File: src/rtl/carreq_pkg.sv
// carreq_pkg
//   Shared types and default constants for the car request conditioner.
//   - state_e : FSM state encoding. HOLDOFF is reachable only when the
//               design is built with CARREQ_HOLDOFF_EN defined.
//   - DEF_*   : default parameter values for the top module.
//   - REQ_CNT_W : width of the served-request counter (wraps at 256).
package carreq_pkg;

    typedef enum logic [2:0] {
        IDLE    = 3'd0,
        QUALIFY = 3'd1,
        REQUEST = 3'd2,
        SERVING = 3'd3,
        HOLDOFF = 3'd4
    } state_e;

    localparam int DEF_SYNC_STAGES     = 2;
    localparam int DEF_DEBOUNCE_CYCLES = 8;
    localparam int DEF_HOLDOFF_CYCLES  = 32;
    localparam int DEF_CNT_W           = 16;
    localparam int REQ_CNT_W           = 8;

endpackage

File: src/rtl/sync_chain.sv
// sync_chain
//   Multi-flop synchronizer for a single asynchronous level signal.
//   Ports:
//     clk  - destination clock, rising edge
//     rstn - asynchronous active-low reset, clears every stage to 0
//     d    - asynchronous input
//     q    - synchronized output, STAGES clock edges behind d
module sync_chain #(
    parameter int STAGES = 2
) (
    input  logic clk,
    input  logic rstn,
    input  logic d,
    output logic q
);

    logic [STAGES-1:0] sync_q;
    logic [STAGES-1:0] sync_d;

    // Bit 0 is the metastability-catching stage; data shifts toward the MSB.
    always_comb begin
        sync_d = {sync_q[STAGES-2:0], d};
    end

    always_ff @(posedge clk or negedge rstn) begin
        if (!rstn) begin
            sync_q <= '0;
        end else begin
            sync_q <= sync_d;
        end
    end

    assign q = sync_q[STAGES-1];

endmodule

File: src/rtl/car_request_conditioner.sv
// car_request_conditioner
//   Turns a raw, bouncy, asynchronous east-west vehicle-loop sensor into a
//   clean latched request (carew) for the traffic-light controller. The
//   request is held until the controller shows east-west green.
//
//   Optional build macro: CARREQ_HOLDOFF_EN
//     When defined, the end of an east-west green is followed by a
//     HOLDOFF_CYCLES blanking period in which the sensor is ignored, so a
//     car still sitting on the loop does not immediately re-request.
//
//   Ports:
//     clk         - system clock, rising edge
//     rstn        - asynchronous active-low reset
//     sensor_raw  - raw loop sensor, asynchronous to clk
//     ew_green    - high while the controller shows east-west green
//     carew       - latched vehicle request (state == REQUEST)
//     req_pending - vehicle being qualified or waiting
//     wait_cycles - cycles spent in the current/last REQUEST, saturating
//     req_count   - number of requests served, wraps at 256
//     dbg_state   - current FSM state encoding (state_e), for observation
//
//   Handshake: carew is a level request. It stays high from qualification
//   until the first clock edge that samples ew_green=1; that edge counts the
//   request as served. There is no separate acknowledge.
module car_request_conditioner
    import carreq_pkg::*;
#(
    parameter int SYNC_STAGES     = DEF_SYNC_STAGES,
    parameter int DEBOUNCE_CYCLES = DEF_DEBOUNCE_CYCLES,
    parameter int CNT_W           = DEF_CNT_W,
    parameter int HOLDOFF_CYCLES  = DEF_HOLDOFF_CYCLES
) (
    input  logic                 clk,
    input  logic                 rstn,
    input  logic                 sensor_raw,
    input  logic                 ew_green,
    output logic                 carew,
    output logic                 req_pending,
    output logic [CNT_W-1:0]     wait_cycles,
    output logic [REQ_CNT_W-1:0] req_count,
    output logic [2:0]           dbg_state
);

    localparam int DEB_W = $clog2(DEBOUNCE_CYCLES);
    localparam logic [DEB_W-1:0] DEB_LAST = DEB_W'(DEBOUNCE_CYCLES - 1);

    if (SYNC_STAGES < 2 || DEBOUNCE_CYCLES < 2 || HOLDOFF_CYCLES < 2 || CNT_W < 1) begin : g_param_check
        $error("car_request_conditioner: illegal parameter value");
    end

    logic sensor_s;

    state_e               state_q, state_d;
    logic [DEB_W-1:0]     deb_cnt_q, deb_cnt_d;
    logic [CNT_W-1:0]     wait_q, wait_d;
    logic [REQ_CNT_W-1:0] count_q, count_d;

`ifdef CARREQ_HOLDOFF_EN
    localparam int HOLD_W = $clog2(HOLDOFF_CYCLES);
    localparam logic [HOLD_W-1:0] HOLD_LAST = HOLD_W'(HOLDOFF_CYCLES - 1);
    logic [HOLD_W-1:0]    hold_cnt_q, hold_cnt_d;
`endif

    sync_chain #(
        .STAGES(SYNC_STAGES)
    ) u_sensor_sync (
        .clk (clk),
        .rstn(rstn),
        .d   (sensor_raw),
        .q   (sensor_s)
    );

    // ------------------------------------------------------------------
    // State and counter registers
    // ------------------------------------------------------------------
    always_ff @(posedge clk or negedge rstn) begin
        if (!rstn) begin
            state_q    <= IDLE;
            deb_cnt_q  <= '0;
            wait_q     <= '0;
            count_q    <= '0;
`ifdef CARREQ_HOLDOFF_EN
            hold_cnt_q <= '0;
`endif
        end else begin
            state_q    <= state_d;
            deb_cnt_q  <= deb_cnt_d;
            wait_q     <= wait_d;
            count_q    <= count_d;
`ifdef CARREQ_HOLDOFF_EN
            hold_cnt_q <= hold_cnt_d;
`endif
        end
    end

    // ------------------------------------------------------------------
    // Next-state and counter update
    // ------------------------------------------------------------------
    always_comb begin
        state_d    = state_q;
        deb_cnt_d  = deb_cnt_q;
        wait_d     = wait_q;
        count_d    = count_q;
`ifdef CARREQ_HOLDOFF_EN
        hold_cnt_d = hold_cnt_q;
`endif
        case (state_q)
            IDLE: begin
                // A car arriving during green is served by that green.
                if (sensor_s && !ew_green) begin
                    state_d   = QUALIFY;
                    deb_cnt_d = DEB_W'(1);
                end
            end
            QUALIFY: begin
                // Green has priority over reaching the threshold.
                if (!sensor_s || ew_green) begin
                    state_d   = IDLE;
                    deb_cnt_d = '0;
                end else if (deb_cnt_q == DEB_LAST) begin
                    state_d   = REQUEST;
                    deb_cnt_d = '0;
                    wait_d    = '0;
                end else begin
                    deb_cnt_d = deb_cnt_q + 1'b1;
                end
            end
            REQUEST: begin
                // Counted on every edge spent in REQUEST, including the
                // exiting one, so wait_cycles equals the cycles carew was high.
                if (wait_q != {CNT_W{1'b1}}) begin
                    wait_d = wait_q + 1'b1;
                end
                if (ew_green) begin
                    state_d = SERVING;
                    count_d = count_q + 1'b1;
                end
            end
            SERVING: begin
                if (!ew_green) begin
`ifdef CARREQ_HOLDOFF_EN
                    state_d    = HOLDOFF;
                    hold_cnt_d = HOLD_W'(1);
`else
                    state_d    = IDLE;
`endif
                end
            end
`ifdef CARREQ_HOLDOFF_EN
            HOLDOFF: begin
                // Entry edge counts as the first blanking cycle, so the FSM
                // is back in IDLE HOLDOFF_CYCLES edges after green drops.
                if (hold_cnt_q == HOLD_LAST) begin
                    state_d    = IDLE;
                    hold_cnt_d = '0;
                end else begin
                    hold_cnt_d = hold_cnt_q + 1'b1;
                end
            end
`endif
            default: begin
                state_d = IDLE;
            end
        endcase
    end

    // ------------------------------------------------------------------
    // Moore output decode (state register only)
    // ------------------------------------------------------------------
    always_comb begin
        carew       = (state_q == REQUEST);
        req_pending = (state_q == QUALIFY) || (state_q == REQUEST);
        wait_cycles = wait_q;
        req_count   = count_q;
        dbg_state   = state_q;
    end

endmodule
File: config.mk
export PLATFORM = sky130hd
export DESIGN_NAME = car_request_conditioner
export DESIGN_NICKNAME = d
export VERILOG_FILES = /design/src/rtl/carreq_pkg.sv /design/src/rtl/sync_chain.sv /design/src/rtl/car_request_conditioner.sv
export SDC_FILE = /design/constraint.sdc
export NUM_CORES = 1
export LEC_CHECK = 0
export CAP_MARGIN = 5
export CORE_UTILIZATION = 52
export DETAILED_ROUTE_END_ITERATION = 10
export GPL_TIMING_DRIVEN = 0
export PLACE_DENSITY = 0.91
export SKIP_CTS_REPAIR_TIMING = 1
export SLEW_MARGIN = 25
export SYNTH_ARGS = -nofsm -noshare
export SYNTH_HDL_FRONTEND = slang
export SYNTH_HIERARCHICAL = 1
export SYNTH_SLANG_ARGS = --single-unit
File: constraint.sdc
create_clock -name clk -period 2.2 [get_ports clk]
set_clock_uncertainty 0.15 [all_clocks]
set_input_delay 0.22 -clock clk [delete_from_list [all_inputs] [get_ports clk]]
set_output_delay 0.22 -clock clk [all_outputs]
set_load 0.02 [all_outputs]
Word level (Yosys, flattened, before mapping)
Index checks and enable logic that the tools add are counted.
Word-level totals
  register bits: 32
  bits of input ports: 4
  output and inout port bits: 29
  word-level logic and storage cells: 45
Cells by class
  $add $sub $neg: 3
  eq/ne operators: 12
  multiplexer cells: 13
  reduce and logical (&&, ||, !) cells: 12
Operators by type and width (count)
  $mux W16: 3
  $pmux W16 S2: 1
  $mux W3: 7
  $add A16 B1 Y16 const B: 1
  $ne A16 B16 Y1 const B: 1
  $pmux W3 S4: 1
  $ne A2 B2 Y1 const B: 5
  $add A8 B1 Y8 const B: 1
  $reduce_and A4 Y1: 2
  $eq A3 B2 Y1 const B: 2
  $pmux W3 S2: 1
  $reduce_and A2 Y1: 2
  $reduce_bool A2 Y1: 2
  $add A3 B1 Y3 const B: 1
  $eq A3 B1 Y1 const B: 1
  $eq A3 B3 Y1 const B: 1
  $logic_not A3 Y1: 1
  $ne A3 B3 Y1 const B: 1
  $logic_not A1 Y1: 2
  $logic_or A1 B1 Y1: 2
  $ne A2 B1 Y1 const B: 1
  $logic_and A1 B1 Y1: 1

Logic depth before layout (Yosys ltp)
Gate-level depths: netlist of the first run.
  depth after elaboration: 4
  gate-level depth with buffers: 7
  mapped depth without buffers: 6

Cells and area by module
The synthesis of the first run kept the hierarchy.
By module, submodules not included
  car_request_conditioner: instances 1, cells each 172, area an instance 1744.2 µm², seq. area each 725.7 µm²
  sync_chain: instances 1, cells each 2, area an instance 50.0 µm², seq. area each 50.0 µm²

Worst setup path before layout of the first run
No wires, ideal clock.
  kind: register -> register
  start: register state_q[0] (netlist: dbg_state[0])
  end: register wait_q[5] (netlist: wait_cycles[5])
  library setup time: 0.121 ns
  arrival: 1.860 ns
  required time: 1.929 ns
  setup slack: 0.069 ns
  stages on the path, launching flop included: 7
  buffers on the path: 0
  clock period less this slack: 2.131 ns
  cells stage by stage: dfrtp_1 -> inv_1 -> ha_1 -> nand2b_1 -> and2_0 -> a21o_4 -> a22o_1
Between the ends
  longest elaborated chain between the ends: 3
  elaborated cells between the ends (all ways): 8
  classes of those cells: eq/ne (5); mux (1); reduce/logical (2)
RTL lines
  start, declared: line car_request_conditioner.sv:53  | state_e state_q, state_d;
  start signal, assigned: line car_request_conditioner.sv:86  | state_q <= state_d;
  $eq A3 B2 Y1 (*)
  named net carew: line car_request_conditioner.sv:37  | output logic carew,
  $ne A2 B1 Y1 (no source line) / $reduce_bool A2 Y1 (equally long branches)
  $reduce_and A4 Y1 (no source line)
  end signal, assigned: line car_request_conditioner.sv:88  | wait_q <= wait_d;
  end, declared: line car_request_conditioner.sv:55  | logic [CNT_W-1:0] wait_q, wait_d;
The timed path passes the listed nets; every way through them passes the cells marked *.
A chain may end at the register's enable or synchronous reset.

Worst setup path in the final report of the first run
  start: register state_q[1] (netlist: dbg_state[1])
  end: register wait_q[5] (netlist: wait_cycles[5])
Between the ends
  longest elaborated chain between the ends: 3
  elaborated cells between the ends (all ways): 8
  classes of those cells: eq/ne (5); mux (1); reduce/logical (2)
RTL lines
  $eq A3 B1 Y1 / $eq A3 B2 Y1 (equally long branches): line car_request_conditioner.sv:107  | case (state_q)
  $ne A2 B2 Y1 (no source line), or another cell as far along
  $reduce_and A4 Y1 (no source line)
Several ways; a longest one is shown, not always the timed one.

==> results of run 1 <==
-- layout by cell type, fill, tap and decap left out, types with 2 or more instances in the layout --
cell type	count
and2_2	2
o211ai_1	4
a221oi_1	2
nor4_1	3
inv_1	10
o2bb2ai_1	4
nand3_1	5
a21oi_1	7
mux2i_1	8
nand2b_1	2
or3_1	7
a2111oi_2	2
and3_1	2
mux2_2	2
a22o_1	3
xnor2_1	4
nand4_1	9
xor2_1	3
o21ai_0	6
clkdlybuf4s50_1	29
nor3_1	3
and2_1	2
nand2_1	8
ha_1	7
nor2_1	8
clkbuf_8	2
dfrtp_1	31
clkbuf_4	5
nor2b_1	2
o22ai_1	2
-- where the power goes --
| group | total, mW | leakage (nW) | internal (mW) | switching (mW) |
|---|---|---|---|---|
| clock | 0.342 | 0.0341 | 0.148 | 0.194 |
| sequential | 0.921 | 0.399 | 0.700 | 0.222 |
| combinational | 0.813 | 0.527 | 0.389 | 0.425 |
-- cell type report --
cell class / count / area, um2
multi-input combinational: 129 / 986
clock buffer: 6 / 51.3
buffer: 4 / 30.0
fill: 250 / 895
inverter: 10 / 37.5
timing repair buffer: 32 / 318
tap: 44 / 55.1
sequential: 31 / 776
clock inverter: 1 / 5.00
-- state kept, by name, indices dropped and copies added (netlist names) --
name                  flops
req_count                 8
wait_cycles              16
dbg_state                 2
deb_cnt_q                 3
u_sensor_sync/sync_q      2
-- layer usage --
| layer | GRT usage, % | vias up |
|---|---|---|
| li1 | - | 733 |
| met1 | 30.7 | 738 |
| met2 | 33.4 | 54 |
| met3 | 7.25 | 11 |
| met4 | 8.44 | 0 |
| met5 | 0 | - |
-- kinds of logic (layout without fill, tap and decap cells) --
family | after synthesis | after routing | synth area share, %
compound gates | 41 | 41 | 16.5
xor+xnor | 7 | 7 | 3.42
fa+ha+maj | 8 | 8 | 5.58
buf+inv | 14 | 53 | 3.70
flops | 31 | 31 | 43.2
mux | 10 | 10 | 5.72
other cells | 1 | 1 | 0.209
simple gates | 62 | 62 | 21.6
-- worst paths after layout --
check	startpoint	to	cells past startpoint
min in group asynchronous	rstn	wait_cycles[8]	2
max in group asynchronous	rstn	wait_cycles[0]	2
setup / recovery	dbg_state[1]	wait_cycles[5]	6
hold / removal	sensor_raw	u_sensor_sync/sync_q[0]	1
hold reg to reg	u_sensor_sync/sync_q[0]	u_sensor_sync/sync_q[1]	0
setup reg to reg	dbg_state[1]	wait_cycles[5]	6
-- critical path, stage by stage, from the launching register on --
cell and delay, ns:
dfrtp_1 0.43, inv_1 0.11, ha_1 0.29, nand2b_2 0.28, and2_2 0.28, a21o_4 0.24, a22o_1 0.24
-- stage by stage --
stage               area [um2]  worst slack, ns  TNS, ns  hold slack [ns]  power [mW]
finish                    2260           0.0883        0            0.184        2.08
global route              2260           0.0185        0            0.162        2.22
CTS                       2210          -0.0313  -0.0313           -0.217        2.07
detailed placement        2150           0.0343        0            0.153        1.73
global placement          2160           0.0587        0            0.182        1.70
floorplan                 1790           0.0691        0           -0.226        1.37
==> impl_metrics.json, run 1 <==
{
  "status": "complete, no violations",
  "grt_max_degree": 32,
  "critPathMaxFanout": 8,
  "synth_area_per_cell_um2": 10.3,
  "die_h_um": 60.7,
  "ys_ff_latch": 31,
  "synth_top_area_share_pct": 43.2,
  "synth_enable_flop_cells": 0,
  "cts.clk_slew.worst_paths_ns": 0.11,
  "grt_pass1_vias": 1320,
  "fin_cells": 257,
  "cts_made_buffers": 5,
  "cp-end-kind": "register",
  "mappedNetlistArea_um2": 1790,
  "cts_max_path_buffers": 2,
  "nNetsFinal": 225,
  "powerDensity_nw_per_um2": 920,
  "hold_path.class": "primary input to register",
  "ant_nets": 0,
  "async_reset_ff_share_pct": 100,
  "synth_warnings": 6,
  "first_pass_iters": 4,
  "wl_um": 3810,
  "grt_use_total_pct": 22.5,
  "yosysSeqAreaShare_pct": 43.2,
  "maxSlewViolCount": 0,
  "dp.final_hpwl_um": 2570,
  "h-tree-depth": 2,
  "yosysMostFrequentCell": "dfrtp_1",
  "io_buffer_count": 31,
  "clkLatencyLatePin_ns": 0.33,
  "area_growth_pct": 25.9,
  "finalHoldViolCount": 0,
  "finalSetupViolations": 0,
  "start_kind": "register",
  "ir_worst_vdd_mv": 0.769,
  "grt_overflow": 0,
  "rows": 20,
  "period_share_pct": 96.0,
  "fin_util_pct": 71.6,
  "via_count": 1536,
  "synthTopCellsByCount": "31 x dfrtp_1, 10 x inv_1, 9 x nand4_1",
  "period_minus_slack_ns": 2.11,
  "rsz0062_at_grt": "false",
  "design.die.area_um2": 3690,
  "synthFlopType": "dfrtp_1",
  "grt_antenna_before_repair": 0,
  "core_um2": 3150,
  "grt_pass1_wl_um": 6030,
  "crit_required_ns": 2.28,
  "gp_congestion": 0.868,
  "r2r_setup_slack_ns": 0.09,
  "tightest_slew_ns": 0.676,
  "synth_cells": 174,
  "wire_per_inst_um": 14.8,
  "met1_length_um": 1700,
  "cts-root-buf": "clkbuf_4",
  "leakage_nw": 0.960,
  "initial_core_util_pct": 56.9,
  "maxSlewHeadroom_pct": 54.9,
  "met3_length_um": 231,
  "dp.cells": 249,
  "die_w_um": 60.7,
  "cap_violations": 0,
  "vias_per_cell": 5.98,
  "ys_types": 50,
  "dr_wl_met2_um": 1820,
  "drc": 0,
  "layout-drive-gt1-share_pct": 13.1,
  "synth.largest_area_cell": "dfrtp_1",
  "dr.max_layer_used": "met4",
  "arrival_ns": 2.19,
  "ios": 33,
  "critPathKind": "register to register",
  "cts.sinks": 31,
  "ys_top_cells_by_area": "dfrtp_1 43%, ha_1 5.6%, mux2i_1 4.5%, nand4_1 3.1%, or3_1 2.4%",
  "clock.fmax_ghz": 0.474,
  "syn_nets": 186,
  "drt_iter0_markers": 74,
  "cts_tree": "done",
  "diodes": 0
}
No activity file was read; power rests on OpenSTA's default activity.
==> run 2, diff against run 1 <==
Settings changed: MAX_ROUTING_LAYER set to met4.
==> impl_metrics.json, run 2 (same netlist as run 1, synthesis figures left out) <==
{
  "drt_iter0_markers": 74,
  "cts.sinks": 31,
  "wl_um": 3800,
  "dp.final_hpwl_um": 2570,
  "nNetsFinal": 225,
  "r2r_setup_slack_ns": 0.09,
  "h-tree-depth": 2,
  "hold_ws_ns": 0.184,
  "dp.cells": 249,
  "area_growth_pct": 25.9,
  "die_w_um": 60.7,
  "cp-end-kind": "register",
  "ios": 33,
  "layout-drive-gt1-share_pct": 13.1,
  "fin_setup_tns_ns": 0,
  "wire_per_inst_um": 14.8,
  "path_cells": "inv_1, ha_1, nand2b_2, and2_2, a21o_4, a22o_1",
  "finalSetupViolations": 0,
  "rsz0062_at_grt": "false",
  "core_um2": 3150,
  "power_mw": 2.08,
  "design.die.area_um2": 3690,
  "maxSlewHeadroom_pct": 54.6,
  "crit_family": "simple AND/OR/NAND/NOR gates",
  "cp_slowest_cell": "dfrtp_1",
  "vias_per_cell": 5.87,
  "finalHoldViolCount": 0,
  "cts.clk_slew.worst_paths_ns": 0.10,
  "arrival_ns": 2.19,
  "period_share_pct": 96.0,
  "final_cell_mix": "31 x dfrtp_1, 29 x clkdlybuf4s50_1, 10 x inv_1, 9 x nand4_1",
  "leakage_nw": 0.960,
  "fin_area_um2": 2260,
  "period_minus_slack_ns": 2.11,
  "ir_worst_vdd_mv": 0.770,
  "cts_made_buffers": 5,
  "gp_congestion": 0.882,
  "fin_cells": 257,
  "slowest_delay_ns": 0.43,
  "cts-root-buf": "clkbuf_4",
  "path_buf_inv": 1,
  "dpl_cell_area_um2": 2150,
  "rows": 20,
  "clock.fmax_ghz": 0.473,
  "drc": 0,
  "clkLatencyLatePin_ns": 0.33,
  "diodes": 0,
  "grt_antenna_before_repair": 0,
  "ant_nets": 0,
  "io_buffer_count": 31,
  "grt_pass1_vias": 1321,
  "grt_pass1_wl_um": 6020,
  "largest_register_ffs": 16,
  "critPathKind": "register to register",
  "powerDensity_nw_per_um2": 919,
  "initial_core_util_pct": 56.9,
  "grt_use_total_pct": 23.2,
  "via_count": 1508,
  "first_pass_iters": 4,
  "grt_max_degree": 32,
  "cts_tree": "done",
  "tightest_slew_ns": 0.682,
  "grt_overflow": 0,
  "die_h_um": 60.7,
  "start_kind": "register",
  "critPathMaxFanout": 8,
  "cap_violations": 0,
  "hold_path.class": "primary input to register",
  "crit_required_ns": 2.28,
  "final_common_cell": "dfrtp_1",
  "maxSlewViolCount": 0,
  "status": "complete, no violations",
  "cts_max_path_buffers": 2
}
==> run 2: area by class of cell <==
type                            instances  area, um2
Multi-Input combinational cell        129        986
Fill cell                             250        895
Sequential cell                        31        776
Timing Repair Buffer                   32        318
Tap cell                               44       55.1
Clock buffer                            6       51.3
Inverter                               10       37.5
Buffer                                  4       30.0
Clock inverter                          1       5.00
==> run 2: final timing paths <==
kind | start | end | cells past startpoint
worst max-delay path | dbg_state[1] | wait_cycles[5] | 6
worst min-delay path | sensor_raw | u_sensor_sync/sync_q[0] | 1
worst max register to register | dbg_state[1] | wait_cycles[5] | 6
worst min register to register | u_sensor_sync/sync_q[0] | u_sensor_sync/sync_q[1] | 0
max in group asynchronous | rstn | wait_cycles[0] | 2
min in group asynchronous | rstn | wait_cycles[8] | 2
==> run 2: per-stage QoR <==
step | util [%] | setup slack, ns
after floorplan | - | 0.0691
after global placement | 68.5 | 0.0587
after detailed placement | 68.3 | 0.0343
after CTS | 70.1 | -0.0313
after global routing | 71.6 | 0.0186
final | 71.6 | 0.0873
==> run 2: per-layer routing <==
| metal | wire [um] | GRT usage, % |
|---|---|---|
| met5 | 0 | - |
| met2 | 1840 | 33.4 |
| met1 | 1750 | 30.8 |
| met3 | 173 | 7.04 |
| met4 | 35 | 8.44 |
==> run 2: where the power goes <==
| group | internal (mW) | switching [mW] | total, mW | leakage (nW) |
|---|---|---|---|---|
| registers | 0.700 | 0.223 | 0.922 | 0.399 |
| logic | 0.389 | 0.424 | 0.812 | 0.527 |
| clock network | 0.148 | 0.192 | 0.340 | 0.0341 |
